**src/rtl/kpn_channel_monitor.sv**
```systemverilog
// rtl/kpn_channel_monitor.sv - KPN output channel monitor with FWFT token capture buffer
// Optional feature macro: MONITOR_CHANGE_DETECT_EN (tokens also generated on data change while ch_valid is low)
module kpn_channel_monitor #(
  parameter int DATA_WIDTH  = 16,
  parameter int NUM_CH      = 4,
  parameter int CH_W        = 2,
  parameter int LOG_DEPTH   = 4,
  parameter int STALL_LIMIT = 64
) (
  input  logic                         clk,
  input  logic                         reset,
  input  logic [NUM_CH*DATA_WIDTH-1:0] ch_data,
  input  logic [NUM_CH-1:0]            ch_valid,
  input  logic                         rd_en,
  output logic                         rd_valid,
  output logic [DATA_WIDTH-1:0]        rd_data,
  output logic [CH_W-1:0]              rd_ch,
  output logic [LOG_DEPTH:0]           fifo_count,
  output logic [31:0]                  total_tokens,
  output logic [15:0]                  drop_count,
  output logic                         overflow,
  output logic [NUM_CH-1:0]            stall_flags
);

  localparam int DEPTH = 2 ** LOG_DEPTH;
  localparam int ENT_W = CH_W + DATA_WIDTH;

  logic [NUM_CH-1:0]     tok;
  logic                  cand_any;
  logic [CH_W-1:0]       cand_idx;
  logic [DATA_WIDTH-1:0] cand_data;
  logic [4:0]            n_tok;
  logic                  pop;
  logic                  push;
  logic                  full;
  logic [4:0]            drops_now;
  logic [16:0]           drop_sum;

  logic [ENT_W-1:0]      mem [DEPTH];
  logic [LOG_DEPTH-1:0]  wr_ptr;
  logic [LOG_DEPTH-1:0]  rd_ptr;
  logic [15:0]           idle [NUM_CH];

`ifdef MONITOR_CHANGE_DETECT_EN
  logic [NUM_CH*DATA_WIDTH-1:0] last_data;

  // History of every channel word, used to spot changes on strobe-less outputs
  always_ff @(posedge clk) begin
    if (reset) last_data <= '0;
    else       last_data <= ch_data;
  end

  // A token is a strobe or a change of the word since the previous cycle
  always_comb begin
    tok = ch_valid;
    for (int k = 0; k < NUM_CH; k++) begin
      if (ch_data[k*DATA_WIDTH +: DATA_WIDTH] != last_data[k*DATA_WIDTH +: DATA_WIDTH])
        tok[k] = 1'b1;
    end
  end
`else
  // Tokens come from the strobes only
  always_comb begin
    tok = ch_valid;
  end
`endif

  // Lowest-index token wins; count all tokens so the losers can be charged as drops
  always_comb begin
    cand_any = 1'b0;
    cand_idx = '0;
    n_tok    = '0;
    for (int k = NUM_CH - 1; k >= 0; k--) begin
      if (tok[k]) begin
        cand_any = 1'b1;
        cand_idx = CH_W'(k);
      end
      n_tok = n_tok + 5'(tok[k]);
    end
    cand_data = ch_data[cand_idx*DATA_WIDTH +: DATA_WIDTH];
  end

  // Push/pop decisions and this cycle's drop total (every token that is not pushed is lost)
  always_comb begin
    full      = (fifo_count == DEPTH[LOG_DEPTH:0]);
    pop       = rd_en && (fifo_count != '0);
    push      = cand_any && (!full || pop);
    drops_now = n_tok - 5'(push);
    drop_sum  = {1'b0, drop_count} + 17'(drops_now);
  end

  // Capture buffer storage; contents need no reset because occupancy gates visibility
  always_ff @(posedge clk) begin
    if (!reset && push) mem[wr_ptr] <= {cand_idx, cand_data};
  end

  // Pointers, occupancy and statistics
  always_ff @(posedge clk) begin
    if (reset) begin
      wr_ptr       <= '0;
      rd_ptr       <= '0;
      fifo_count   <= '0;
      total_tokens <= '0;
      drop_count   <= '0;
      overflow     <= 1'b0;
    end else begin
      if (push) wr_ptr <= wr_ptr + 1'b1;
      if (pop)  rd_ptr <= rd_ptr + 1'b1;
      if (push && !pop)      fifo_count <= fifo_count + 1'b1;
      else if (pop && !push) fifo_count <= fifo_count - 1'b1;
      if (push) total_tokens <= total_tokens + 32'd1;
      drop_count <= drop_sum[16] ? 16'hFFFF : drop_sum[15:0];
      if (drops_now != '0) overflow <= 1'b1;
    end
  end

  // Per-channel idle counters: clear on any token, otherwise count up to the stall limit
  always_ff @(posedge clk) begin
    for (int k = 0; k < NUM_CH; k++) begin
      if (reset || tok[k])                idle[k] <= '0;
      else if (idle[k] != 16'(STALL_LIMIT)) idle[k] <= idle[k] + 16'd1;
    end
  end

  // Stall flag is a pure decode of the saturated idle counter
  always_comb begin
    for (int k = 0; k < NUM_CH; k++) stall_flags[k] = (idle[k] == 16'(STALL_LIMIT));
  end

  // First-word-fall-through head
  always_comb begin
    rd_valid = (fifo_count != '0);
    {rd_ch, rd_data} = mem[rd_ptr];
  end

endmodule

```
**config.mk**
```make
export PLATFORM = sky130hd
export DESIGN_NAME = kpn_channel_monitor
export DESIGN_NICKNAME = d
export VERILOG_FILES = /design/src/rtl/kpn_channel_monitor.sv
export SDC_FILE = /design/constraint.sdc
export NUM_CORES = 1
export LEC_CHECK = 0
export ABC_CLOCK_PERIOD_IN_PS = 4300
export BUFFER_PORTS_ARGS = -buffer_cell sky130_fd_sc_hd__buf_4
export CORE_AREA = 2 2 206 259
export CTS_CLUSTER_SIZE = 10
export DETAILED_ROUTE_END_ITERATION = 8
export DIE_AREA = 0 0 208 261
export SKIP_CTS_REPAIR_TIMING = 1
export SYNTH_ARGS = -nofsm -noshare
export SYNTH_HDL_FRONTEND = slang
export SYNTH_SLANG_ARGS = --single-unit
```
**constraint.sdc**
```tcl
create_clock -name clk -period 4.3 [get_ports clk]
set_input_delay 0 -clock clk [delete_from_list [all_inputs] [get_ports clk]]
set_output_delay 0 -clock clk [all_outputs]
set_load 0.03 [all_outputs]
```
==> flow_summary.html <==
<table>
<tr><th>Metric</th><th>Value</th></tr>
<tr><th colspan="2">Worst setup path</th></tr>
<tr><td>Critical path type</td><td>reg2reg</td></tr>
<tr><td>Cell chain of the critical path</td><td>nor4_4 &gt; a21o_1 &gt; inv_2 &gt; ha_4 &gt; fa_1 &gt; inv_1 &gt; ha_2 &gt; inv_2 &gt; fa_2 &gt; ha_4 &gt; inv_2 &gt; ha_4 &gt; nor2b_4 &gt; o31a_1 &gt; o21ai_2 &gt; or4b_4 &gt; and3_1</td></tr>
<tr><td>Data arrival time of the critical path</td><td>approximately 4600 ps</td></tr>
<tr><td>Endpoint type of the worst setup path</td><td>register</td></tr>
<tr><td>WP data required</td><td>around 4800 ps</td></tr>
<tr><td>Delay contributed by the slowest stage of the critical path</td><td>roughly 480 ps</td></tr>
<tr><td>Critical-path maximum fanout</td><td>5</td></tr>
<tr><td>Cell type of the slowest stage on the worst timing path</td><td>or4b_4</td></tr>
<tr><td>Critical path startpoint category</td><td>register</td></tr>
<tr><th colspan="2">Synthesis</th></tr>
<tr><td>Mapped Cells</td><td>between 1k and 1.5k</td></tr>
<tr><td>Per-instance average area after synthesis</td><td>15.6 um^2</td></tr>
<tr><td>Synth Net Count</td><td>between 1k and 1.5k</td></tr>
<tr><td>Post-synth EDFFs</td><td>around 350</td></tr>
<tr><td>Leading cell types by total area after synthesis</td><td>edfxtp_1 (59%), mux4_2 (13%), dfxtp_1 (7.3%)</td></tr>
<tr><td>Area fraction of the dominant cell type after synthesis</td><td>between 50 and 60%</td></tr>
<tr><td>Number of storage elements in the synthesis netlist</td><td>roughly 420</td></tr>
<tr><td>Yosys Warn Count</td><td>0</td></tr>
<tr><td>Primary FF master, synth</td><td>edfxtp_1</td></tr>
<tr><td>Cell accounting for the most synthesized area</td><td>edfxtp_1</td></tr>
<tr><td>Sequential fraction of the synthesis area</td><td>about two thirds</td></tr>
<tr><td>Proportion of synthesized flip-flops having asynchronous set or reset</td><td>0%</td></tr>
<tr><td>Synth unique cells</td><td>54</td></tr>
<tr><td>Most frequent cell after synthesis</td><td>edfxtp_1</td></tr>
<tr><td>Syn Std Cell Area</td><td>~18000 um^2</td></tr>
<tr><td>Top post-synthesis cells by count</td><td>edfxtp_1 (352), nor2_1 (133), mux4_2 (106)</td></tr>
<tr><th colspan="2">Timing</th></tr>
<tr><td>Worst hold slack</td><td>-13.4 ps</td></tr>
<tr><td>Setup Skew</td><td>12.4 ps</td></tr>
<tr><td>Fin crit share</td><td>between 90% and 100%</td></tr>
<tr><td>Slew headroom</td><td>25.8%</td></tr>
<tr><td>Peak clock frequency supported by timing</td><td>between 0.2 and 0.25 GHz</td></tr>
<tr><td>Fin worst setup slack</td><td>approximately 170 ps</td></tr>
<tr><td>Final critical-path required period</td><td>a little over 4000 ps</td></tr>
<tr><td>RSZ-0062 raised after global routing</td><td>yes</td></tr>
<tr><td>Transition time of the tightest slew-check pin</td><td>1110 ps</td></tr>
<tr><td>Final hold violation count</td><td>1</td></tr>
<tr><td>Final setup violation count</td><td>0</td></tr>
<tr><td>Final Max Slew Viols</td><td>0</td></tr>
<tr><th colspan="2">Clock network</th></tr>
<tr><td>Clock transition at the registers of the reported paths</td><td>around 60 ps</td></tr>
<tr><td>CTS tree</td><td>done</td></tr>
<tr><td>Number of buffers created by CTS</td><td>48</td></tr>
<tr><td>Sink Count</td><td>418</td></tr>
<tr><td>Root Buffer Master</td><td>clkbuf_16</td></tr>
<tr><td>CTS H-tree depth</td><td>2</td></tr>
<tr><td>Clock Tree Buf Depth</td><td>3</td></tr>
<tr><td>Insertion delay to the later sink of the worst-skew pair</td><td>approximately 580 ps</td></tr>
<tr><th colspan="2">Status</th></tr>
<tr><td>Failing checks</td><td>negative hold slack</td></tr>
<tr><td>Run status</td><td>complete, but fails checks</td></tr>
<tr><th colspan="2">Detailed routing</th></tr>
<tr><td>Mean number of vias per cell</td><td>5.08</td></tr>
<tr><td>Number of routed nets with antenna violations</td><td>0</td></tr>
<tr><td>Vias</td><td>roughly 10k</td></tr>
<tr><td>1st-iter DRT viols</td><td>roughly 700</td></tr>
<tr><td>Number of remaining DRC errors</td><td>0</td></tr>
<tr><td>Drt wl/cell</td><td>19.6 um</td></tr>
<tr><td>Total Wirelength</td><td>roughly 40 mm</td></tr>
<tr><td>Drt first pass iters</td><td>5</td></tr>
<tr><th colspan="2">Global route</th></tr>
<tr><td>Global-route wire length before repair</td><td>60.6 mm</td></tr>
<tr><td>Total Routing Usage GR</td><td>between 10% and 20%</td></tr>
<tr><td>Number of global-route vias before repair</td><td>between 10k and 15k</td></tr>
<tr><td>Initial antenna violation count</td><td>0</td></tr>
<tr><td>Maximum number of pins on one net before global-route repair</td><td>73</td></tr>
<tr><td>Overflow left after global routing</td><td>0</td></tr>
<tr><th colspan="2">Die</th></tr>
<tr><td>Count of pins on the block boundary</td><td>148</td></tr>
<tr><td>Floorplan die height</td><td>261 um</td></tr>
<tr><td>Die Area</td><td>~54000 um^2</td></tr>
<tr><td>Die W</td><td>approximately 210 um</td></tr>
<tr><td>Cell row count</td><td>94</td></tr>
<tr><td>Area of the placeable core</td><td>52000 um^2</td></tr>
<tr><td>Starting density of the core</td><td>about a third</td></tr>
<tr><th colspan="2">Placed design</th></tr>
<tr><td>Setup slack at placement</td><td>-4.76 ps</td></tr>
<tr><td>Number of buffers inserted by port buffering</td><td>about 150</td></tr>
<tr><td>Routability congestion estimate</td><td>0.786</td></tr>
<tr><td>Detailed-placement wirelength estimate</td><td>~24 mm</td></tr>
<tr><td>Placed cell area</td><td>20200 um^2</td></tr>
<tr><th colspan="2">Finish</th></tr>
<tr><td>Area overhead of the layout relative to synthesis</td><td>20.1%</td></tr>
<tr><td>Share of final-layout standard cells stronger than drive strength 1</td><td>between 20 and 30%</td></tr>
<tr><td>Area occupied by multi-input gates</td><td>approximately 5900 um^2</td></tr>
<tr><td>Area taken by flip-flops and latches</td><td>roughly 12000 um^2</td></tr>
<tr><td>Final core utilization</td><td>41.6%</td></tr>
<tr><td>Number of filler instances in the final layout</td><td>roughly 4.7k</td></tr>
<tr><td>Ant diodes</td><td>0</td></tr>
<tr><td>Count of nets after finishing</td><td>approximately 1.4k</td></tr>
<tr><td>Post-Layout Inst Area</td><td>21600 um^2</td></tr>
<tr><th colspan="2">Power</th></tr>
<tr><td>Net switching share of the total power</td><td>between 20% and 30%</td></tr>
<tr><td>Seq pwr share</td><td>around 44%</td></tr>
<tr><td>Pwr per Cell Area</td><td>500 nW/um^2</td></tr>
<tr><td>Net Switching</td><td>around 2900 uW</td></tr>
<tr><td>Share of total power in combinational logic</td><td>21.7%</td></tr>
<tr><td>Internal power consumption</td><td>7880 uW</td></tr>
<tr><td>Largest vdd supply drop</td><td>between 0.0003 and 0.0004 V</td></tr>
<tr><td>Clock group share of total power</td><td>34.1%</td></tr>
<tr><td>Leak</td><td>just over 0.007 uW</td></tr>
<tr><td>Post-layout power</td><td>~11000 uW</td></tr>
<tr><th colspan="2">Flow run</th></tr>
<tr><td>Max_cap viols</td><td>0</td></tr>
<tr><th colspan="2">Min path</th></tr>
<tr><td>Worst Hold Class</td><td>in2reg</td></tr>
</table>
-- registers in the layout (all words and copies together) (netlist names), named ones only --
name / cells
rd_ptr: 4
fifo_count: 5
mem: 288
wr_ptr: 4
overflow: 1
idle: 64
drop_count: 16
total_tokens: 32
-- per-layer routing --
| layer | vias up | share of wire [%] | global-route usage, % |
|---|---|---|---|
| li1 | 4807 | - | - |
| met1 | 5218 | 42 | 18.2 |
| met2 | 253 | 51 | 25.5 |
| met3 | 57 | 4.6 | 2.40 |
| met4 | 0 | 2.0 | 4.53 |
| met5 | - | 0 | 0 |
-- worst max-delay path, delay by kind of cell (launching register included) --
| family | cells | cell delay [ps] |
|---|---|---|
| AOI/OAI and AO/OA | 3 | 540 |
| DFF | 1 | 360 |
| adders and majority gates | 6 | 1790 |
| buffers and inverters | 4 | 220 |
| and+or+nand+nor | 4 | 1090 |
-- logic make-up (layout without fill, tap and decap cells) --
family / Yosys count / in the layout / share of synthesized area, %
compound gates: 79 / 79 / 2.71
flops: 418 / 418 / 66.1
mux: 110 / 110 / 13.5
fa+ha+maj: 32 / 32 / 2.39
xor+xnor: 86 / 86 / 4.18
buf+inv: 83 / 294 / 1.85
simple gates: 344 / 344 / 9.31
-- placed cells by master (no fill, tap or decap), types with 18 or more instances in the layout --
cell type  netlist  routed
nand2_1         58      58
mux4_2         106     106
inv_1           44      41
dfxtp_1         66      59
nand4_1         19      19
buf_4            0     173
ha_1            28      24
nor2_1         133     117
xnor2_1         46      46
edfxtp_1       352     352
or3_1           19      19
xor2_1          40      40
clkbuf_16        0      49
nand3_1         38      38
a21oi_1         31      30
o21ai_0         18      18
-- metrics by stage --
stage                     cells  setup TNS (ps)
final                      2035               0
after floorplan            1152           -7.59
after global placement     1959               0
after global routing       2035               0
after detailed placement   1959           -4.76
after CTS                  2027               0
-- area by class of cell --
| class | count | area share, % |
|---|---|---|
| Tap cell | 672 | 3.89 |
| Clock buffer | 64 | 5.98 |
| Inverter | 44 | 0.764 |
| Sequential cell | 418 | 55.1 |
| Clock inverter | 4 | 0.347 |
| Multi-Input combinational cell | 651 | 27.5 |
| Timing Repair Buffer | 182 | 6.51 |
-- path summary, 6_finish.rpt --
check | cells after the start | from | endpoint | slack, ps
max reg2reg | 17 | fifo_count[0] | drop_count[14] | 170
max | 17 | fifo_count[0] | drop_count[14] | 170
min | 5 | ch_valid[0] | overflow | -10
min reg2reg | 2 | fifo_count[4] | fifo_count[4] | 490
-- power by group through the flow --
| stage | combinational, uW | sequential (uW) | clock, uW |
|---|---|---|---|
| final | 2350 | 4770 | 3690 |
| after global routing | 2540 | 4800 | 3930 |
| after CTS | 2380 | 4780 | 3780 |
| after detailed placement | 2370 | 4860 | 0 |
| after global placement | 2350 | 4850 | 0 |
| after floorplan | 1590 | 4870 | 0 |
Note: power is estimated with default switching activity, not from simulation.
